[config.mk]
export PLATFORM = sky130hd
export DESIGN_NAME = laa_matmul_responder
export DESIGN_NICKNAME = d
export VERILOG_FILES = /design/src/rtl/laa_matmul_responder.sv
export SDC_FILE = /design/constraint.sdc
export NUM_CORES = 2
export LEC_CHECK = 0
export CORE_ASPECT_RATIO = 1.25
export CORE_UTILIZATION = 59
export DETAILED_ROUTE_END_ITERATION = 6
export DONT_BUFFER_PORTS = 1
export GPL_TIMING_DRIVEN = 1
export PLACE_DENSITY = 0.86
export SETUP_SLACK_MARGIN = 0.5
export SLEW_MARGIN = 25
export SYNTH_ARGS = -nofsm -noshare
export SYNTH_HDL_FRONTEND = slang
export SYNTH_SLANG_ARGS = --single-unit
[constraint.sdc]
create_clock -name clk -period 11.41 [get_ports clk]
set_clock_uncertainty 0.1 [all_clocks]
set_input_delay 2.282 -clock clk [delete_from_list [all_inputs] [get_ports clk]]
set_output_delay 2.282 -clock clk [all_outputs]
set_load 0.01 [all_outputs]
[src/rtl/laa_matmul_responder.sv]
// rtl/laa_matmul_responder.sv - LAA bus responder: 32-entry register file with a sequential 2x2 matrix multiply
// Register 31 is a read-only STATUS word that the core polls for multiply completion.
module laa_matmul_responder #(
  parameter int DATA_W = 32
) (
  input  logic              clk,
  input  logic              rst,
  input  logic [1:0]        opcode,
  input  logic [4:0]        addr,
  input  logic [DATA_W-1:0] data_in,
  output logic [DATA_W-1:0] data_out,
  output logic              busy
);

  localparam logic [1:0] OP_NONE  = 2'd0;
  localparam logic [1:0] OP_READ  = 2'd1;
  localparam logic [1:0] OP_WRITE = 2'd2;
  localparam logic [1:0] OP_MUL   = 2'd3;
  localparam logic [4:0] STATUS_ADDR = 5'd31;

  typedef enum logic {S_IDLE, S_CALC} state_t;

  state_t            state_q, state_d;
  logic [DATA_W-1:0] regs_q [32];
  logic [DATA_W-1:0] regs_d [32];
  logic [2:0]        cnt_q, cnt_d;
  logic [DATA_W-1:0] acc_q, acc_d;
  logic [1:0]        prev_op_q, prev_op_d;

  logic              start;
  logic              last_mac;
  logic [4:0]        a_idx, b_idx, c_idx;
  logic [DATA_W-1:0] prod;

  // A start needs a rising MULTIPLY edge so a held opcode runs only once.
  always_comb begin
    start    = (opcode == OP_MUL) && (prev_op_q != OP_MUL) && (state_q == S_IDLE);
    last_mac = (state_q == S_CALC) && (cnt_q == 3'd7);
    // cnt = {i, j, k}: A[i][k] at 2i+k, B[k][j] at 4+2k+j, C[i][j] at 8+2i+j
    a_idx    = {3'b000, cnt_q[2], cnt_q[0]};
    b_idx    = {3'b001, cnt_q[0], cnt_q[1]};
    c_idx    = {3'b010, cnt_q[2], cnt_q[1]};
    prod     = regs_q[a_idx] * regs_q[b_idx];
  end

  always_ff @(posedge clk) begin
    if (rst) begin
      state_q   <= S_IDLE;
      cnt_q     <= '0;
      acc_q     <= '0;
      prev_op_q <= OP_NONE;
      for (int r = 0; r < 32; r++) begin
        regs_q[r] <= '0;
      end
    end else begin
      state_q   <= state_d;
      cnt_q     <= cnt_d;
      acc_q     <= acc_d;
      prev_op_q <= prev_op_d;
      for (int r = 0; r < 32; r++) begin
        regs_q[r] <= regs_d[r];
      end
    end
  end

  always_comb begin
    state_d = state_q;
    case (state_q)
      S_IDLE:  if (start) state_d = S_CALC;
      S_CALC:  if (last_mac) state_d = S_IDLE;
      default: state_d = S_IDLE;
    endcase
  end

  always_comb begin
    regs_d    = regs_q;
    cnt_d     = cnt_q;
    acc_d     = acc_q;
    prev_op_d = opcode;
    if (state_q == S_IDLE) begin
      if (opcode == OP_WRITE && addr != STATUS_ADDR) begin
        regs_d[addr] = data_in;
      end
      if (start) begin
        cnt_d               = '0;
        acc_d               = '0;
        regs_d[STATUS_ADDR] = '0;
      end
    end else begin
      cnt_d = cnt_q + 3'd1;
      if (cnt_q[0] == 1'b0) begin
        acc_d = prod;
      end else begin
        regs_d[c_idx] = acc_q + prod;
      end
      if (last_mac) begin
        regs_d[STATUS_ADDR] = {{(DATA_W-1){1'b0}}, 1'b1};
      end
    end
  end

  always_comb begin
    busy     = (state_q == S_CALC);
    data_out = (opcode == OP_READ) ? regs_q[addr] : '0;
  end

endmodule

==> Word level (Yosys, flattened, before mapping) <==
Cells that the tools add are included.
{ "op_classes": {"n_mul": 1, "eq_ne": 9, "magnitude_cmp": 6, "bitwise": 5, "n_addsub": 2, "reduce_logical": 12, "n_mux": 29} }
{ "op_table": {"columns": ["operator", "n"], "rows": [
  ["two-way mux 1024 bit", 3],
  ["bitwise mux 1024 bit", 2],
  ["binary-select mux 32 bit (select 5 bit)", 3],
  ["two-way mux 32 bit", 14],
  ["demux 32 bit (select 5 bit)", 2],
  ["adder 32 bit", 1],
  ["multiplier 32 x 32 -> 32 bit", 1],
  ["greater-or-equal comparator 6 bit (second input constant)", 4],
  ["< comparator 6 x 1 -> 1 bit (second input constant)", 2],
  ["logical AND 1 bit", 6],
  ["two-way mux 3 bit", 2],
  ["NOT 2 -> 6 bit", 1],
  ["NOT 3 -> 6 bit", 1],
  ["NOT 4 -> 6 bit", 1],
  ["NOT 5 -> 6 bit", 1],
  ["AND reduction 2 bit", 3],
  ["inequality test 5 bit (second input constant)", 1],
  ["== test 2 bit (second input constant)", 2],
  ["inequality test 2 bit (second input constant)", 2],
  ["nonzero test 2 bit", 2],
  ["adder 3 x 1 -> 3 bit (second input constant)", 1],
  ["== test 3 bit (second input constant)", 1],
  ["inequality test 3 x 1 -> 1 bit (second input constant)", 1],
  ["nonzero test 3 bit", 1],
  ["5 further kinds", 6]
]} }
{ "word_totals": {"wordCells": 100, "ff_bits": 1062, "input_bits": 41, "output_inout_bits": 33} }

==> Depth between registers and ports, before layout <==
{ "logic_depth": {"depth_word": 10, "mapped_depth": 45, "depth_no_buf": 38} }

==> Worst setup path after synthesis <==
No wires, ideal clock.
{ "synth_path": {"path_type": "reg-to-reg", "from": "register cnt_q[0]", "to": "register regs_q[671] in the netlist's numbering", "path_stages_with_launch": 41, "path_buffers": 9, "arrival_ns": 10.536, "synth_period_minus_slack_ns": 10.711, "setup_slack_ns": 0.699, "setup_ns": 0.076, "required_ns": 11.234, "path_cell_list": "dfxtp_1 buf_6 buf_6 buf_4 buf_4 clkbuf_1 buf_1 clkbuf_1 nand2_1 o21ai_1 clkbuf_1 nor2_1 fa_1 fa_1 fa_1 inv_1 fa_1 inv_1 [5 not listed] fa_1 ha_1 nand4_1 or2_2 o31ai_1 xor2_1 ha_1 clkbuf_1 nand2_1 o21ai_0 a2111oi_0 o22a_1 o21ai_0 a221o_1 a21oi_1 xnor3_1 or2_4 o22ai_1"} }
{ "synth_between": {"elab_chain_cells": 9, "word_cells_on_any_way": 15, "cone_classes": "1 x add/sub; 1 x mul; 1 x eq/ne; 9 x mux; 2 x bitwise; 1 x reduce/logical"} }
{ "synth_lines": {"columns": ["element", "line", "text"], "rows": [
  ["start: declaration", "26", "logic [2:0] cnt_q, cnt_d;"],
  ["start signal: assignment", "57", "cnt_q <= cnt_d;"],
  ["NOT 2 -> 6 bit (implied by the code) or NOT 3 -> 6 bit (tied branches)", "43", "prod = regs_q[a_idx] * regs_q[b_idx];"],
  ["binary-select mux 32 bit (select 5 bit)", "43", null],
  ["two-way mux 32 bit (implied by the code) (2 in a row)", "43", null],
  ["multiplier 32 x 32 -> 32 bit", "43", null],
  ["adder 32 bit", "94", "regs_d[c_idx] = acc_q + prod;"],
  ["bitwise mux 1024 bit", "94", null],
  ["two-way mux 1024 bit", "91", "if (cnt_q[0] == 1'b0) begin"],
  ["two-way mux 1024 bit", "80", "if (state_q == S_IDLE) begin"],
  ["end signal: indexed assignment", "61", "regs_q[r] <= regs_d[r];"],
  ["end: declaration", "24", "logic [DATA_W-1:0] regs_q [32];"]
]} }
Several ways; a longest one is shown, not always the timed one. The select of a mux whose other input is x is not followed.
A chain may end at the register's enable or synchronous reset.

==> Worst setup path in the final report <==
{ "layout_path": {"from": "register cnt_q[1]", "to": "register regs_q[703] in the netlist's numbering"} }
{ "layout_between": {"elab_chain_cells": 9, "word_cells_on_any_way": 15, "cone_classes": "1 x add/sub; 1 x mul; 2 x order compare; 8 x mux; 2 x bitwise; 1 x reduce/logical"} }
{ "layout_lines": {"columns": ["element", "line"], "rows": [
  ["NOT 3 -> 6 bit (implied by the code)", "43"],
  ["binary-select mux 32 bit (select 5 bit)", "43"],
  ["two-way mux 32 bit (implied by the code) (2 in a row)", "43"],
  ["multiplier 32 x 32 -> 32 bit", "43"],
  ["adder 32 bit", "94"],
  ["bitwise mux 1024 bit (*)", "94"],
  ["two-way mux 1024 bit (*)", "91"],
  ["two-way mux 1024 bit (*)", "80"]
]} }
Mark *: on every way between the ends. The rest lies on a longest branch, timed or not. The select of a mux whose other input is x is not followed.

==> results.sh <==
export IMPL_gp_congestion=0.990
export IMPL_vias=58500
export IMPL_cp_end_kind="register"
export IMPL_clockBufferDepth=3
export IMPL_drc_errors=32
export IMPL_grt_ovfl_total=0
export IMPL_final_nets=7715
export IMPL_clockRootBuffer="clkbuf_16"
export IMPL_hold_viol=0
export IMPL_peakVddDrop_v=0.000168
export IMPL_drv_slew=285
export IMPL_cp_arrival_ns=11.01
export IMPL_rr_endpoint="regs_q[703]$_SDFFE_PP0P_"
export IMPL_min_path_type="register to register"
export IMPL_grt_usage_pct=40.9
export IMPL_die_h_um=371
export IMPL_yosysTopAreaCell="dfxtp_1"
export IMPL_hpwl_um=141000
export IMPL_cts_buffers=100
export IMPL_routed_wl_um=230000
export IMPL_final_antenna_net_count=0
export IMPL_grt_pass1_vias=57100
export IMPL_cts_tree="built"
export IMPL_core_rowCount=134
export IMPL_setup_viol=0
export IMPL_die_w_um=297
export IMPL_fin_crit_sh_pct=92.4
export IMPL_synthArstFlopShare_pct=0
export IMPL_via_per_inst=6.78
export IMPL_worstPathMaxFanout=24
export IMPL_numPortBuffers=0
export IMPL_die_area_um2=110000
export IMPL_worstMarginPinSlew_ns=2.24
export IMPL_r2r_start="cnt_q[1]$_SDFFE_PP0P_"
export IMPL_worst_path_most_repeated_cell="fa_1"
export IMPL_synth_cell_types=68
export IMPL_layout_drive_gt1_share_pct=10.1
export IMPL_worstSetupPathType="register to register"
export IMPL_rsz0062_at_grt="no"
export IMPL_cts_htree_levels=3
export IMPL_fin_setup_tns_ns=0
export IMPL_required_ns=11.89
export IMPL_period_needed_ns=10.54
export IMPL_synth_area_leaders="dfxtp_1, fa_1, nand2_1"
export IMPL_holdWs_ns=0.353
export IMPL_hp_start="regs_q[184]$_SDFFE_PP0P_"
export IMPL_power_leakage_uw=0.0247
export IMPL_min_path_cells=2
export IMPL_ys_flop_type="dfxtp_1"
export IMPL_place_ws_ns=0.568
export IMPL_cts_sinks=1062
export IMPL_grt_max_degree=1010
export IMPL_wl_per_cell_um=26.7
export IMPL_fmax_mhz=94.9
export IMPL_ios=74
export IMPL_outcome="complete, but fails checks"
export IMPL_synth_edf_count=0
export IMPL_placed_area_um2=64600
export IMPL_synthesis_nets=8111
export IMPL_r2r_cells=31
export IMPL_violations="DRC, slew limit"
export IMPL_clock_latency_ns=0.70
export IMPL_synth_top_cell_area_share_pct=33.1
export IMPL_hold_end="regs_q[184]$_SDFFE_PP0P_"
export IMPL_setup_worst_path_start_class="register"
export IMPL_mappedNetlistArea_um2=64200
export IMPL_powerDensity_nw_per_um2=111
export IMPL_postCtsHoldBufs=0
export IMPL_setup_ws_ns=0.872
export IMPL_synth_cells=7505
export IMPL_grt_first_pass_wirelength_um=341000
export IMPL_drt_pre_antenna_iters=7
export IMPL_synth_seq_cells=1062
export IMPL_clk_pin_slew_ns=0.06
export IMPL_antenna_found_initial=23
export IMPL_start_util_pct=59.8
export IMPL_cap_violations=0
export IMPL_fin_area_um2=68400
export IMPL_max_slew_margin_rel_pct=-49.1
export IMPL_r2r_slack_ns=0.87
export IMPL_yosysWarnings=0
export IMPL_core_um2=107000
export IMPL_drt_iter0_drc=10100
export IMPL_postSynthAreaPerCell_um2=8.55
export IMPL_syn2layout_area_growth_pct=6.55
export IMPL_crit_path_max_incr_delay_ns=0.84
export IMPL_ys_seq_area_share_pct=33.1
export IMPL_slowest_stage="mux4_2"
worst max path at each step:
| stage | from | endpoint | slack (ns) |
|---|---|---|---|
| 2_1_floorplan | cnt_q[0]$_SDFFE_PP0P_ | regs_q[671]$_SDFFE_PP0P_ | 0.70 |
| 3_3_place_gp | cnt_q[1]$_SDFFE_PP0P_ | regs_q[671]$_SDFFE_PP0P_ | 0.89 |
| 3_5_place_dp | cnt_q[0]$_SDFFE_PP0P_ | regs_q[703]$_SDFFE_PP0P_ | 0.57 |
| 4_1_cts | cnt_q[0]$_SDFFE_PP0P_ | regs_q[703]$_SDFFE_PP0P_ | 0.55 |
| 5_1_grt | cnt_q[1]$_SDFFE_PP0P_ | regs_q[735]$_SDFFE_PP0P_ | 0.50 |
| 6_report | cnt_q[1]$_SDFFE_PP0P_ | regs_q[703]$_SDFFE_PP0P_ | 0.87 |
power by group:
group          internal (uW)  switching (uW)
Clock                   2060            1550
Combinational           96.7             157
Sequential              3720            11.0
placed cells by master, fill, tap and decap left out, types with 24 or more instances in the layout:
cell type | synthesis | final
mux2i_1 | 32 | 32
dfxtp_1 | 1062 | 1059
clkbuf_8 | 0 | 25
ha_1 | 156 | 156
nand3_1 | 54 | 54
a21o_1 | 24 | 24
a21oi_1 | 1011 | 1010
fa_1 | 409 | 409
a22oi_1 | 153 | 150
nor2_2 | 0 | 29
nor3_1 | 33 | 30
clkbuf_16 | 0 | 100
a22o_1 | 29 | 29
mux2_2 | 32 | 32
xnor2_1 | 75 | 75
and2_1 | 105 | 105
xor2_1 | 29 | 29
o21ai_0 | 88 | 84
nand2_1 | 2137 | 2130
a31oi_1 | 31 | 31
buf_4 | 4 | 115
mux4_2 | 318 | 318
a221oi_1 | 51 | 51
inv_1 | 424 | 424
nor2_1 | 417 | 384
critical path, delay by kind of cell, from the launching register on:
| kind | cells | cell delay, ns |
|---|---|---|
| mux | 1 | 0.84 |
| fa+ha+maj | 10 | 4.09 |
| simple gates | 4 | 1.07 |
| buf+inv | 3 | 0.39 |
| compound gates | 11 | 2.84 |
| xor+xnor | 2 | 0.50 |
| flops | 1 | 0.56 |
metal layers:
metal  vias up  global-route usage, %  share of wire, %
met5         -                      0             0.066
met4        24                   39.0                12
met3      1452                   14.9                15
met2      5051                   60.9                43
met1     27700                   45.2                30
li1      24200                      -                 -
flip-flops by register name (all words and copies together), names as in the netlist:
| signal | count |
|---|---|
| acc_q | 32 |
| prev_op_q | 2 |
| busy | 1 |
| regs_q | 1024 |
| cnt_q | 3 |
Yosys cell counts (all sizes together) (10+ instances only):
| library cell | instances |
|---|---|
| dfxtp | 1062 |
| and2 | 105 |
| a22oi | 153 |
| nor3 | 33 |
| xnor2 | 76 |
| ha | 156 |
| fa | 409 |
| buf | 50 |
| a31oi | 31 |
| clkbuf | 576 |
| o21a | 10 |
| nor2 | 417 |
| or3 | 13 |
| inv | 424 |
| mux2i | 32 |
| o21ai | 111 |
| and3 | 14 |
| a21oi | 1011 |
| xor2 | 31 |
| nand2b | 11 |
| mux4 | 320 |
| a222oi | 12 |
| a22o | 29 |
| mux2 | 32 |
| nand2 | 2141 |
| a41oi | 14 |
| a21o | 24 |
| nor2b | 12 |
| nand3 | 54 |
| a221oi | 51 |
area by class of cell:
type / instances / area (um2)
Multi-Input combinational cell: 5394 / 39200
Fill cell: 8262 / 38900
Sequential cell: 1062 / 21300
Clock inverter: 44 / 651
Antenna cell: 10 / 25.0
Tap cell: 1428 / 1790
Inverter: 424 / 1590
Timing Repair Buffer: 127 / 1010
Clock buffer: 140 / 2900
cell families (layout without fill, tap and decap cells):
kind of cell    count (synthesis)  in the layout  synth area share (%)
compound gates               1505           1505                  13.4
xor+xnor                      109            109                  1.57
fa+ha+maj                     565            565                  15.8
buf+inv                      1050            735                  6.28
flops                        1062           1062                  33.1
mux                           384            385                  12.3
other cells                     0             10                     0
simple gates                 2830           2830                  17.5
per-stage QoR:
step	std cells	total power [uW]	util (%)
after floorplan	7505	4100	-
after CTS	8609	7550	63.5
final	8629	7600	63.7
after global routing	8619	7730	63.7
after global placement	8424	4040	60.2
after detailed placement	8425	4050	60.2
repair_timing:
action | 4_1_cts | 5_1_grt
gates resized for setup | 0 | 10
setup endpoints to repair | 0 | 28
setup buffers | 0 | 3
endpoints found under the hold margin | 0 | 0
No activity file was read; power rests on OpenSTA's default activity.
